$ cat src/rtl/psum_pkg.sv
// Shared types and constants for the column partial-sum drain accumulator.
package psum_pkg;

    localparam int DEF_IN_W  = 24;
    localparam int DEF_ACC_W = 32;

    typedef logic signed [DEF_ACC_W-1:0] acc_t;

    localparam acc_t ACC_MAX = {1'b0, {(DEF_ACC_W-1){1'b1}}};
    localparam acc_t ACC_MIN = {1'b1, {(DEF_ACC_W-1){1'b0}}};

    typedef enum logic {
        ST_EMPTY = 1'b0,
        ST_ACCUM = 1'b1
    } psum_state_t;

    // Widen a PE partial sum to accumulator width, preserving sign.
    function automatic acc_t sext(input logic signed [DEF_IN_W-1:0] v);
        return acc_t'(v);
    endfunction

endpackage

$ cat src/rtl/psum_drain_accumulator_if.sv
// Partial-sum input stream and result output stream of one column drain.
interface psum_drain_accumulator_if
    import psum_pkg::*;
#(
    parameter int IN_W  = DEF_IN_W,
    parameter int ACC_W = DEF_ACC_W
);
    logic signed [IN_W-1:0]  i_sum;
    logic                    i_valid;
    logic                    i_last;
    logic                    o_in_ready;
    logic signed [ACC_W-1:0] o_data;
    logic                    o_valid;
    logic                    i_ready;

    // Environment side: column PE upstream plus writeback downstream.
    modport master (
        output i_sum, i_valid, i_last, i_ready,
        input  o_in_ready, o_data, o_valid
    );

    // Accumulator side.
    modport slave (
        input  i_sum, i_valid, i_last, i_ready,
        output o_in_ready, o_data, o_valid
    );
endinterface

$ cat src/rtl/psum_result_fifo.sv
// Small synchronous result FIFO with a registered head word.
// head is loaded with the entry that will be at the front after this edge,
// so the output stays stable while the consumer stalls.
module psum_result_fifo #(
    parameter int DEPTH = 4,
    parameter int W     = 32
) (
    input  logic         clock,
    input  logic         reset,
    input  logic         push,
    input  logic [W-1:0] push_data,
    input  logic         pop,
    output logic [W-1:0] head,
    output logic         valid,
    output logic         full
);
    localparam int PW = $clog2(DEPTH);
    localparam int CW = PW + 1;

    logic [W-1:0]  mem [DEPTH];
    logic [PW-1:0] wr_ptr, rd_ptr, rd_ptr_n;
    logic [CW-1:0] count, count_n;
    logic [W-1:0]  head_n;
    logic          do_push, do_pop;

    assign valid = (count != '0);
    assign full  = (count == CW'(DEPTH));

    // Next pointers, occupancy and head; a push into the slot that becomes
    // the new front is forwarded straight to the head register.
    always_comb begin
        do_push  = push && !full;
        do_pop   = pop && valid;
        rd_ptr_n = do_pop ? rd_ptr + PW'(1) : rd_ptr;
        count_n  = count + CW'(do_push) - CW'(do_pop);
        head_n   = '0;
        if (count_n != '0) begin
            if (do_push && (wr_ptr == rd_ptr_n))
                head_n = push_data;
            else
                head_n = mem[rd_ptr_n];
        end
    end

    // Pointer, occupancy and head registers.
    always_ff @(posedge clock or posedge reset) begin
        if (reset) begin
            wr_ptr <= '0;
            rd_ptr <= '0;
            count  <= '0;
            head   <= '0;
        end else begin
            if (do_push)
                wr_ptr <= wr_ptr + PW'(1);
            rd_ptr <= rd_ptr_n;
            count  <= count_n;
            head   <= head_n;
        end
    end

    // Storage array; contents are don't-care until written.
    always_ff @(posedge clock) begin
        if (do_push)
            mem[wr_ptr] <= push_data;
    end
endmodule

$ cat src/rtl/psum_drain_accumulator.sv
// Per-column partial-sum drain: accumulates K-tile partial sums and queues
// finished results for writeback.
// Build option: define PSUM_SAT_EN to clamp overflowing results to the
// accumulator range instead of wrapping.
//
// state    | meaning
// ---------+-----------------------------------------------------------
// ST_EMPTY | no open result; next accepted beat loads the accumulator
// ST_ACCUM | result open; next accepted beat adds into the accumulator
module psum_drain_accumulator
    import psum_pkg::*;
#(
    parameter int FIFO_DEPTH = 4,
    parameter int CNT_W      = 8
) (
    input  logic                   clock,
    input  logic                   reset,
    psum_drain_accumulator_if.slave bus,
    output logic [CNT_W-1:0]       o_beats,
    output logic                   o_overflow
);
    psum_state_t             state;
    acc_t                    acc;
    acc_t                    base;
    acc_t                    addend;
    acc_t                    result;
    logic signed [DEF_ACC_W:0] wide;
    logic                    ovf;
    logic                    accept;
    logic                    push;
    logic                    fifo_full;

    assign bus.o_in_ready = !fifo_full;
    assign accept         = bus.i_valid && bus.o_in_ready;
    assign push           = accept && bus.i_last;

    // One extra bit exposes signed overflow as a top-two-bit mismatch.
    always_comb begin
        base   = (state == ST_ACCUM) ? acc : '0;
        addend = sext(bus.i_sum);
        wide   = {base[DEF_ACC_W-1], base} + {addend[DEF_ACC_W-1], addend};
        ovf    = wide[DEF_ACC_W] ^ wide[DEF_ACC_W-1];
`ifdef PSUM_SAT_EN
        if (ovf)
            result = wide[DEF_ACC_W] ? ACC_MIN : ACC_MAX;
        else
            result = wide[DEF_ACC_W-1:0];
`else
        result = wide[DEF_ACC_W-1:0];
`endif
    end

    // Open-result state, accumulator, saturating beat count, sticky overflow.
    always_ff @(posedge clock or posedge reset) begin
        if (reset) begin
            state      <= ST_EMPTY;
            acc        <= '0;
            o_beats    <= '0;
            o_overflow <= 1'b0;
        end else if (accept) begin
            if (ovf)
                o_overflow <= 1'b1;
            if (bus.i_last) begin
                state   <= ST_EMPTY;
                acc     <= '0;
                o_beats <= '0;
            end else begin
                state <= ST_ACCUM;
                acc   <= result;
                if (o_beats != {CNT_W{1'b1}})
                    o_beats <= o_beats + CNT_W'(1);
            end
        end
    end

    psum_result_fifo #(
        .DEPTH (FIFO_DEPTH),
        .W     (DEF_ACC_W)
    ) u_fifo (
        .clock     (clock),
        .reset     (reset),
        .push      (push),
        .push_data (result),
        .pop       (bus.i_ready),
        .head      (bus.o_data),
        .valid     (bus.o_valid),
        .full      (fifo_full)
    );
endmodule

$ cat src/flat_wrapper.sv
// flat-port wrapper written by rule: the top's interface ports become plain ports
module psum_drain_accumulator_flat import psum_pkg::*;
#(
    parameter int FIFO_DEPTH = 4,
    parameter int CNT_W      = 8
)
  (clock, reset, o_beats, o_overflow, bus_i_sum, bus_i_valid, bus_i_last, bus_i_ready, bus_o_in_ready, bus_o_data, bus_o_valid);
  psum_drain_accumulator_if bus_i ();
  input  logic clock;
  input  logic reset;
  output logic [CNT_W-1:0] o_beats;
  output logic o_overflow;
  input wire logic [$bits(bus_i.i_sum)-1:0] bus_i_sum;
  input wire logic [$bits(bus_i.i_valid)-1:0] bus_i_valid;
  input wire logic [$bits(bus_i.i_last)-1:0] bus_i_last;
  input wire logic [$bits(bus_i.i_ready)-1:0] bus_i_ready;
  output wire logic [$bits(bus_i.o_in_ready)-1:0] bus_o_in_ready;
  output wire logic [$bits(bus_i.o_data)-1:0] bus_o_data;
  output wire logic [$bits(bus_i.o_valid)-1:0] bus_o_valid;
  assign bus_i.i_sum = bus_i_sum;
  assign bus_i.i_valid = bus_i_valid;
  assign bus_i.i_last = bus_i_last;
  assign bus_i.i_ready = bus_i_ready;
  assign bus_o_in_ready = bus_i.o_in_ready;
  assign bus_o_data = bus_i.o_data;
  assign bus_o_valid = bus_i.o_valid;
  psum_drain_accumulator #(.FIFO_DEPTH(FIFO_DEPTH), .CNT_W(CNT_W)) u_core (.clock(clock), .reset(reset), .bus(bus_i), .o_beats(o_beats), .o_overflow(o_overflow));
endmodule
$ cat config.mk
export PLATFORM = sky130hd
export DESIGN_NAME = psum_drain_accumulator_flat
export DESIGN_NICKNAME = d
export VERILOG_FILES = /design/src/rtl/psum_pkg.sv /design/src/rtl/psum_drain_accumulator_if.sv /design/src/rtl/psum_result_fifo.sv /design/src/rtl/psum_drain_accumulator.sv /design/src/flat_wrapper.sv
export SDC_FILE = /design/constraint.sdc
export NUM_CORES = 1
export LEC_CHECK = 0
export CAP_MARGIN = 20
export CORE_MARGIN = 5
export CORE_UTILIZATION = 50
export DETAILED_ROUTE_END_ITERATION = 16
export PLACE_DENSITY = 0.7
export SYNTH_ARGS = -nofsm -noshare
export SYNTH_HDL_FRONTEND = slang
export SYNTH_SLANG_ARGS = --single-unit
$ cat constraint.sdc
create_clock -name clock -period 4.95 [get_ports clock]
set_clock_uncertainty 0.15 [all_clocks]
set_input_delay 0.495 -clock clock [delete_from_list [all_inputs] [get_ports clock]]
set_output_delay 0.495 -clock clock [all_outputs]
set_load 0.02 [all_outputs]
==> Yosys cells after proc, flatten, opt, wreduce, memory -nomap -nowiden <==
Memory sizes are Yosys's and may differ from the RTL's.
Cells that the tools add are included.
{ "totals": {"register_bits": 81, "latchBits": 0, "ram_bits": 128, "mem_bits_ro": 0, "in_bits": 29, "output_inout_bits": 43, "n_memories": 1} }
{ "op_classes": {"n_addsub": 6, "mul": 0, "n_div": 0, "order_cmp": 0, "eq_ne": 3, "shift": 0, "muxes": 10, "bitwise_logic": 1, "n_reduce_logical": 11} }
{ "memory_table": {"columns": ["name", "words", "width", "read_ports", "rd_ports_with_merged_regs", "write_ports", "line", "rtl"], "rows": [
  ["u_core.u_fifo.mem", 4, 32, 1, 0, 1, "psum_result_fifo.sv:20", "logic [W-1:0] mem [DEPTH];"]
]} }
{ "op_table": {"columns": ["cell", "count"], "rows": [
  ["$mux W32", 4],
  ["$add A32 B24 Y33", 1],
  ["$mux W8", 2],
  ["$add A8 B1 Y8 const B", 1],
  ["$ne A8 B8 Y1 const B", 1],
  ["$reduce_bool A3 Y1", 2],
  ["$logic_and A1 B1 Y1", 5],
  ["$add A2 B1 Y2 const B", 2],
  ["$reduce_and A2 Y1", 2],
  ["$add A3 B1 Y3", 1],
  ["$eq A3 B3 Y1 const B", 1],
  ["$mux W1", 3],
  ["$sub A3 B1 Y3", 1],
  ["$eq A2 B2 Y1", 1],
  ["$mux W2", 1],
  ["$reduce_bool A2 Y1", 1],
  ["$logic_not A1 Y1", 1],
  ["$xor A1 B1 Y1", 1]
]} }

==> Longest topological paths before layout <==
{ "depth": {"word_depth": 9, "ltp_mapped": 17, "ltp_nobuf": 16} }

==> By module <==
A second synthesis with hierarchy kept.
{ "hier_totals": {"hier_cells": 1014, "hier_area_um2": 11223.3} }
{ "by_module_without_submodules": {"columns": ["module", "instances", "cells_per_inst", "area_each_um2", "seq_area_each_um2"], "rows": [
  ["psum_result_fifo", 1, 613, 7689.9, 4819.6],
  ["psum_drain_accumulator", 1, 401, 3533.4, 1051.0]
]} }

==> Least setup slack after synthesis <==
No wires, ideal clock.
{ "synth_timing": {"path_kind": "register to register", "start": "reg u_core.u_fifo.count[1]", "end": "reg u_core.u_fifo.head[18]", "setup_time_ns": 0.136, "arrival_time_ns": 3.605, "required_time_ns": 4.664, "path_slack_ns": 1.059, "path_stages_with_launch": 18, "path_cell_list": "dfrtp_1 > nor2_1 > nand2_1 > nand2_1 > nor2_1 > clkbuf_1 > inv_1 > ha_1 > inv_1 > ha_1 > inv_1 > fa_1 > xnor2_1 > xnor2_1 > nor3_1 > clkbuf_1 > clkbuf_1 > a21oi_1"} }
{ "synth_via": {"elab_chain_cells": 9} }
{ "synth_lines": {"columns": ["element", "line", "rtl"], "rows": [
  ["start: declaration", "psum_result_fifo.sv:22", "logic [CW-1:0] count, count_n;"],
  ["start signal: assignment", "psum_result_fifo.sv:56", "count <= count_n;"],
  ["$eq A3 B3 Y1 (*)", "psum_result_fifo.sv:27", "assign full = (count == CW'(DEPTH));"],
  ["$logic_not A1 Y1 (*)", "psum_drain_accumulator.sv:33", "assign bus.o_in_ready = !fifo_full;"],
  ["named net bus_o_in_ready", "flat_wrapper.sv:17", "output wire logic [$bits(bus_i.o_in_ready)-1:0] bus_o_in_ready;"],
  ["$logic_and A1 B1 Y1", "psum_drain_accumulator.sv:34", "assign accept = bus.i_valid && bus.o_in_ready;"],
  ["$logic_and A1 B1 Y1", "psum_drain_accumulator.sv:35", "assign push = accept && bus.i_last;"],
  ["$logic_and A1 B1 Y1 (*)", "psum_result_fifo.sv:32", "do_push = push && !full;"],
  ["$add A3 B1 Y3 (*)", "psum_result_fifo.sv:35", "count_n = count + CW'(do_push) - CW'(do_pop);"],
  ["$sub A3 B1 Y3 (*)", "psum_result_fifo.sv:35", null],
  ["named net u_core.u_fifo.count_n[2]", "psum_result_fifo.sv:22", null],
  ["$reduce_bool A3 Y1 (*)", "psum_result_fifo.sv:37", "if (count_n != '0) begin"],
  ["$mux W32 (*)", "psum_result_fifo.sv:37", null],
  ["named net u_core.u_fifo.head_n[18]", "psum_result_fifo.sv:23", "logic [W-1:0] head_n;"],
  ["end signal: assignment", "psum_result_fifo.sv:57", "head <= head_n;"],
  ["end: declaration", "psum_result_fifo.sv:13", "output logic [W-1:0] head,"]
]} }
Mark *: on every way through the listed nets, which the timed path passes. The rest lies on a longest branch.
A chain may end at the register's enable or synchronous reset.

==> Worst setup path in the final report <==
{ "layout_timing": {"start": "reg u_core.state", "end": "reg u_core.u_fifo.head[25]"} }
{ "layout_via": {"elab_chain_cells": 4} }
{ "layout_lines": {"columns": ["element", "line", "rtl"], "rows": [
  ["start: declaration", "psum_drain_accumulator.sv:22", "psum_state_t state;"],
  ["start signal: assignment", "psum_drain_accumulator.sv:56", "state <= ST_EMPTY;"],
  ["start signal: assignment", "psum_drain_accumulator.sv:64", "state <= ST_EMPTY;"],
  ["start signal: assignment", "psum_drain_accumulator.sv:68", "state <= ST_ACCUM;"],
  ["$mux W32", "psum_drain_accumulator.sv:39", "base = (state == ST_ACCUM) ? acc : '0;"],
  ["$add A32 B24 Y33", "psum_drain_accumulator.sv:41", "wide = {base[DEF_ACC_W-1], base} + {addend[DEF_ACC_W-1], addend};"],
  ["named net u_core.u_fifo.push_data[25]", "psum_result_fifo.sv:11", "input logic [W-1:0] push_data,"],
  ["$mux W32", "psum_result_fifo.sv:38", "if (do_push && (wr_ptr == rd_ptr_n))"],
  ["$mux W32", "psum_result_fifo.sv:37", null],
  ["named net u_core.u_fifo.head_n[25]", "psum_result_fifo.sv:23", null]
]} }
The timed path passes the listed nets, and every way through them passes these cells.

==> metrics.yaml <==
relSlewSlack: 0.250
pre_cts_slack_ns: 1.01
yosys-top-cells-area: "edfxtp_1 (39%), dfrtp_1 (21%), mux4_2 (7.3%)"
period_share: 0.756
drv_cap: 0
synth_area_um2: 9860
nFillCells: 1503
dieArea_um2: 22600
slowest_delay_ns: 0.57
synth_warnings: 0
worstPathRequired_ns: 5.23
path_cells: "buf_4, and2_1, ha_1, nand4_1, nor4_2, a211oi_2, o311ai_4, a21oi_1, xnor2_1, a22o_1"
critPathArrivalTime_ns: 4.02
finalSetupTns_ns: 0
finalSetupViolations: 0
synth_top_family_by_area: "simple AND/OR/NAND/NOR gates"
cts_hold_buffers: 0
grt_pass1_vias: 6655
clkTransAtPathRegs_ns: 0.06
total_power_mw: 8.13
dieWidth_um: 150
max_freq_mhz: 267
num_vias: 6398
htreeDepth: 1
routed_via_density: 5.77
core-area_um2: 19500
initial_core_util: 0.507
clock_latency_ns: 0.49
clockRootBuffer: "clkbuf_16"
rsz0062_at_grt: "no"
synthFlopType: "edfxtp_1"
fin_crit_ns: 3.74
hold_viol: 0
postSynthCellCount: 749
num_rows: 51
yosysSeqAreaShare: 0.595
postLayoutCoreUtil: 0.598
grt_usage: 0.203
drive_above_1_share: 0.117
drt_iter0_drc: 532
synth-xor-area-share: 0.0403
maxSlewViolCount: 0
holdWs_ns: 0.293
nets: 897
status: "complete, no violations"
diodes: 0
io_buffers: 71
clk_path_buf_depth: 3
tightest_slew_ns: 1.11
async_flop_share: 0.388
hold_class: "in2async"
ir_drop_mv: 0.346
crit_fanout: 24
clkSinkCount: 209
synth_mux_area_frac: 0.0761
end_kind: "flop"
wire_per_inst_um: 20.2
powerDensity_nw_per_um2: 698
grt_antenna_before_repair: 0
yosysTopAreaCellShare: 0.390
synth_edf_count: 128
path_delay_family: "compound AO/OA/AOI/OAI gates"
synth_compound_area_frac: 0.107
ios: 72
area_growth_syn_to_layout_pct: 18.1
cts_resized: 0
post_cts_buffers: 0
first_pass_iters: 5
wirelength_mm: 22.4
cts_tree: "built"
worst-path-buf-inv: 1
synthAdderAreaFrac: 0.0535
ant_nets: 0
gp_congestion: 0.916
leakagePower_nw: 4.56
hpwl_mm: 14.3
die_height_um: 150
synth_cell_type_count: 58
yosys.area_share.simple: 0.107
worst_path_max_delay_cell: "xnor2_1"
grt_max_degree: 43
grt_overflow: 0
numCtsBuffers: 22
yosysTopAreaCell: "edfxtp_1"
syn_avg_cell_area_um2: 13.2
ys_ff_latch: 209
synth_nets: 819
drc_errors: 0
grt_pass1_wl_mm: 36.0
worstSetupPathType: "reg2reg"
finalWorstSetupSlack_ns: 1.21
setup.worst_path.start_class: "flop"
-- worst paths after layout --
| check | endpoint | startpoint | cells past startpoint | slack [ns] |
|---|---|---|---|---|
| min | u_core.u_fifo.head[1] | reset | 2 | 0.29 |
| max | u_core.u_fifo.head[25] | u_core.state | 10 | 1.21 |
| max in group asynchronous | u_core.acc[15] | reset | 3 | 3.31 |
| max reg2reg | u_core.u_fifo.head[25] | u_core.state | 10 | 1.21 |
| min in group clock | u_core.acc[31] | u_core.acc[31] | 2 | 0.31 |
| min reg2reg | u_core.acc[31] | u_core.acc[31] | 2 | 0.31 |
-- logic make-up (layout without fill, tap and decap cells) --
group | after synthesis | count (layout)
AO/OA/AOI/OAI | 152 | 152
XOR/XNOR | 42 | 42
adder cells (fa/ha/maj) | 41 | 41
buffers and inverters | 45 | 139
flip-flops | 209 | 209
multiplexers | 35 | 35
AND/OR/NAND/NOR | 225 | 225
-- stage by stage --
| step | cell area (um2) | cells |
|---|---|---|
| 2_1_floorplan | 9860 | 749 |
| 3_3_place_gp | 10900 | 1068 |
| 3_5_place_dp | 10900 | 1068 |
| 4_1_cts | 11600 | 1108 |
| 5_1_grt | 11600 | 1108 |
| 6_report | 11600 | 1108 |
-- layer usage --
layer  GRT usage  wire, um  part of all wire  up-vias
met4      0.0448       321             0.014        0
met1       0.268      8970              0.40     3216
met3      0.0301      1560             0.070       31
li1            -         -                 -     2932
met5           0         0                 0        -
met2       0.358     11500              0.51      219
-- power by group --
part           internal, mW  total [mW]  switching, mW  leakage (nW)
Sequential             2.60        2.80          0.199          2.18
Combinational          1.51        3.65           2.13          2.02
Clock                  1.03        1.68          0.652         0.367
-- Yosys cell counts, drive strengths merged (2+ instances only) --
library cell	n
or3	3
o21bai	3
inv	14
buf	7
nor2	36
a21o	10
and4	2
nand2	103
a2111oi	2
fa	2
mux2i	3
nand3	9
xnor2	25
mux4	32
nand4	10
nand2b	4
o21ai	22
xor2	17
and3	3
ha	39
a211oi	5
a21oi	58
a21boi	4
clkdlybuf4s15	3
nor3	8
a31o	3
a22o	27
edfxtp	128
nor2b	2
dfrtp	81
o211ai	4
clkbuf	21
and2	40
a31oi	3
o311ai	2
nand3b	2
-- area by class of cell --
| class | instances | area (um2) | share of cell area |
|---|---|---|---|
| flip-flops and latches | 209 | 5870 | 0.504 |
| well taps | 265 | 332 | 0.0285 |
| clock buffers | 32 | 659 | 0.0566 |
| clock inverters | 8 | 97.6 | 0.00838 |
| repair buffers | 85 | 816 | 0.0700 |
| inverters | 14 | 53.8 | 0.00462 |
| multi-input cells | 495 | 3820 | 0.328 |
-- worst register-to-register path: stages, from the launching register on --
cell and delay (ns):
dfrtp_1 0.50, buf_4 0.29, and2_1 0.17, ha_1 0.39, nand4_1 0.18, nor4_2 0.35
a211oi_2 0.24, o311ai_4 0.41, a21oi_1 0.13, xnor2_1 0.57, a22o_1 0.28
-- layout by cell type (no fill, tap or decap), types with 4 or more instances in the layout --
cell type,count
inv_1,13
a22o_1,27
clkbuf_8,5
edfxtp_1,128
o21ai_0,21
nand2b_1,4
nor2_1,36
clkbuf_1,4
a21boi_0,4
ha_1,39
clkbuf_16,23
nand2_1,103
xor2_1,16
and2_1,40
buf_4,14
nand4_1,10
o211ai_1,4
a21o_1,9
nand3_1,9
dfrtp_1,81
xnor2_1,22
clkdlybuf4s50_1,71
mux4_2,32
nor3_1,7
a21oi_1,57
-- sequential cells by signal, indices dropped and copies added, names as in the netlist --
register	flops
u_core.o_overflow	1
u_core.u_fifo.count	3
u_core.acc	32
u_core.u_fifo.head	32
u_core.u_fifo.rd_ptr	2
u_core.state	1
u_core.o_beats	8
u_core.u_fifo.wr_ptr	2
u_core.u_fifo.mem	128
No activity file was read; power rests on OpenSTA's default activity.
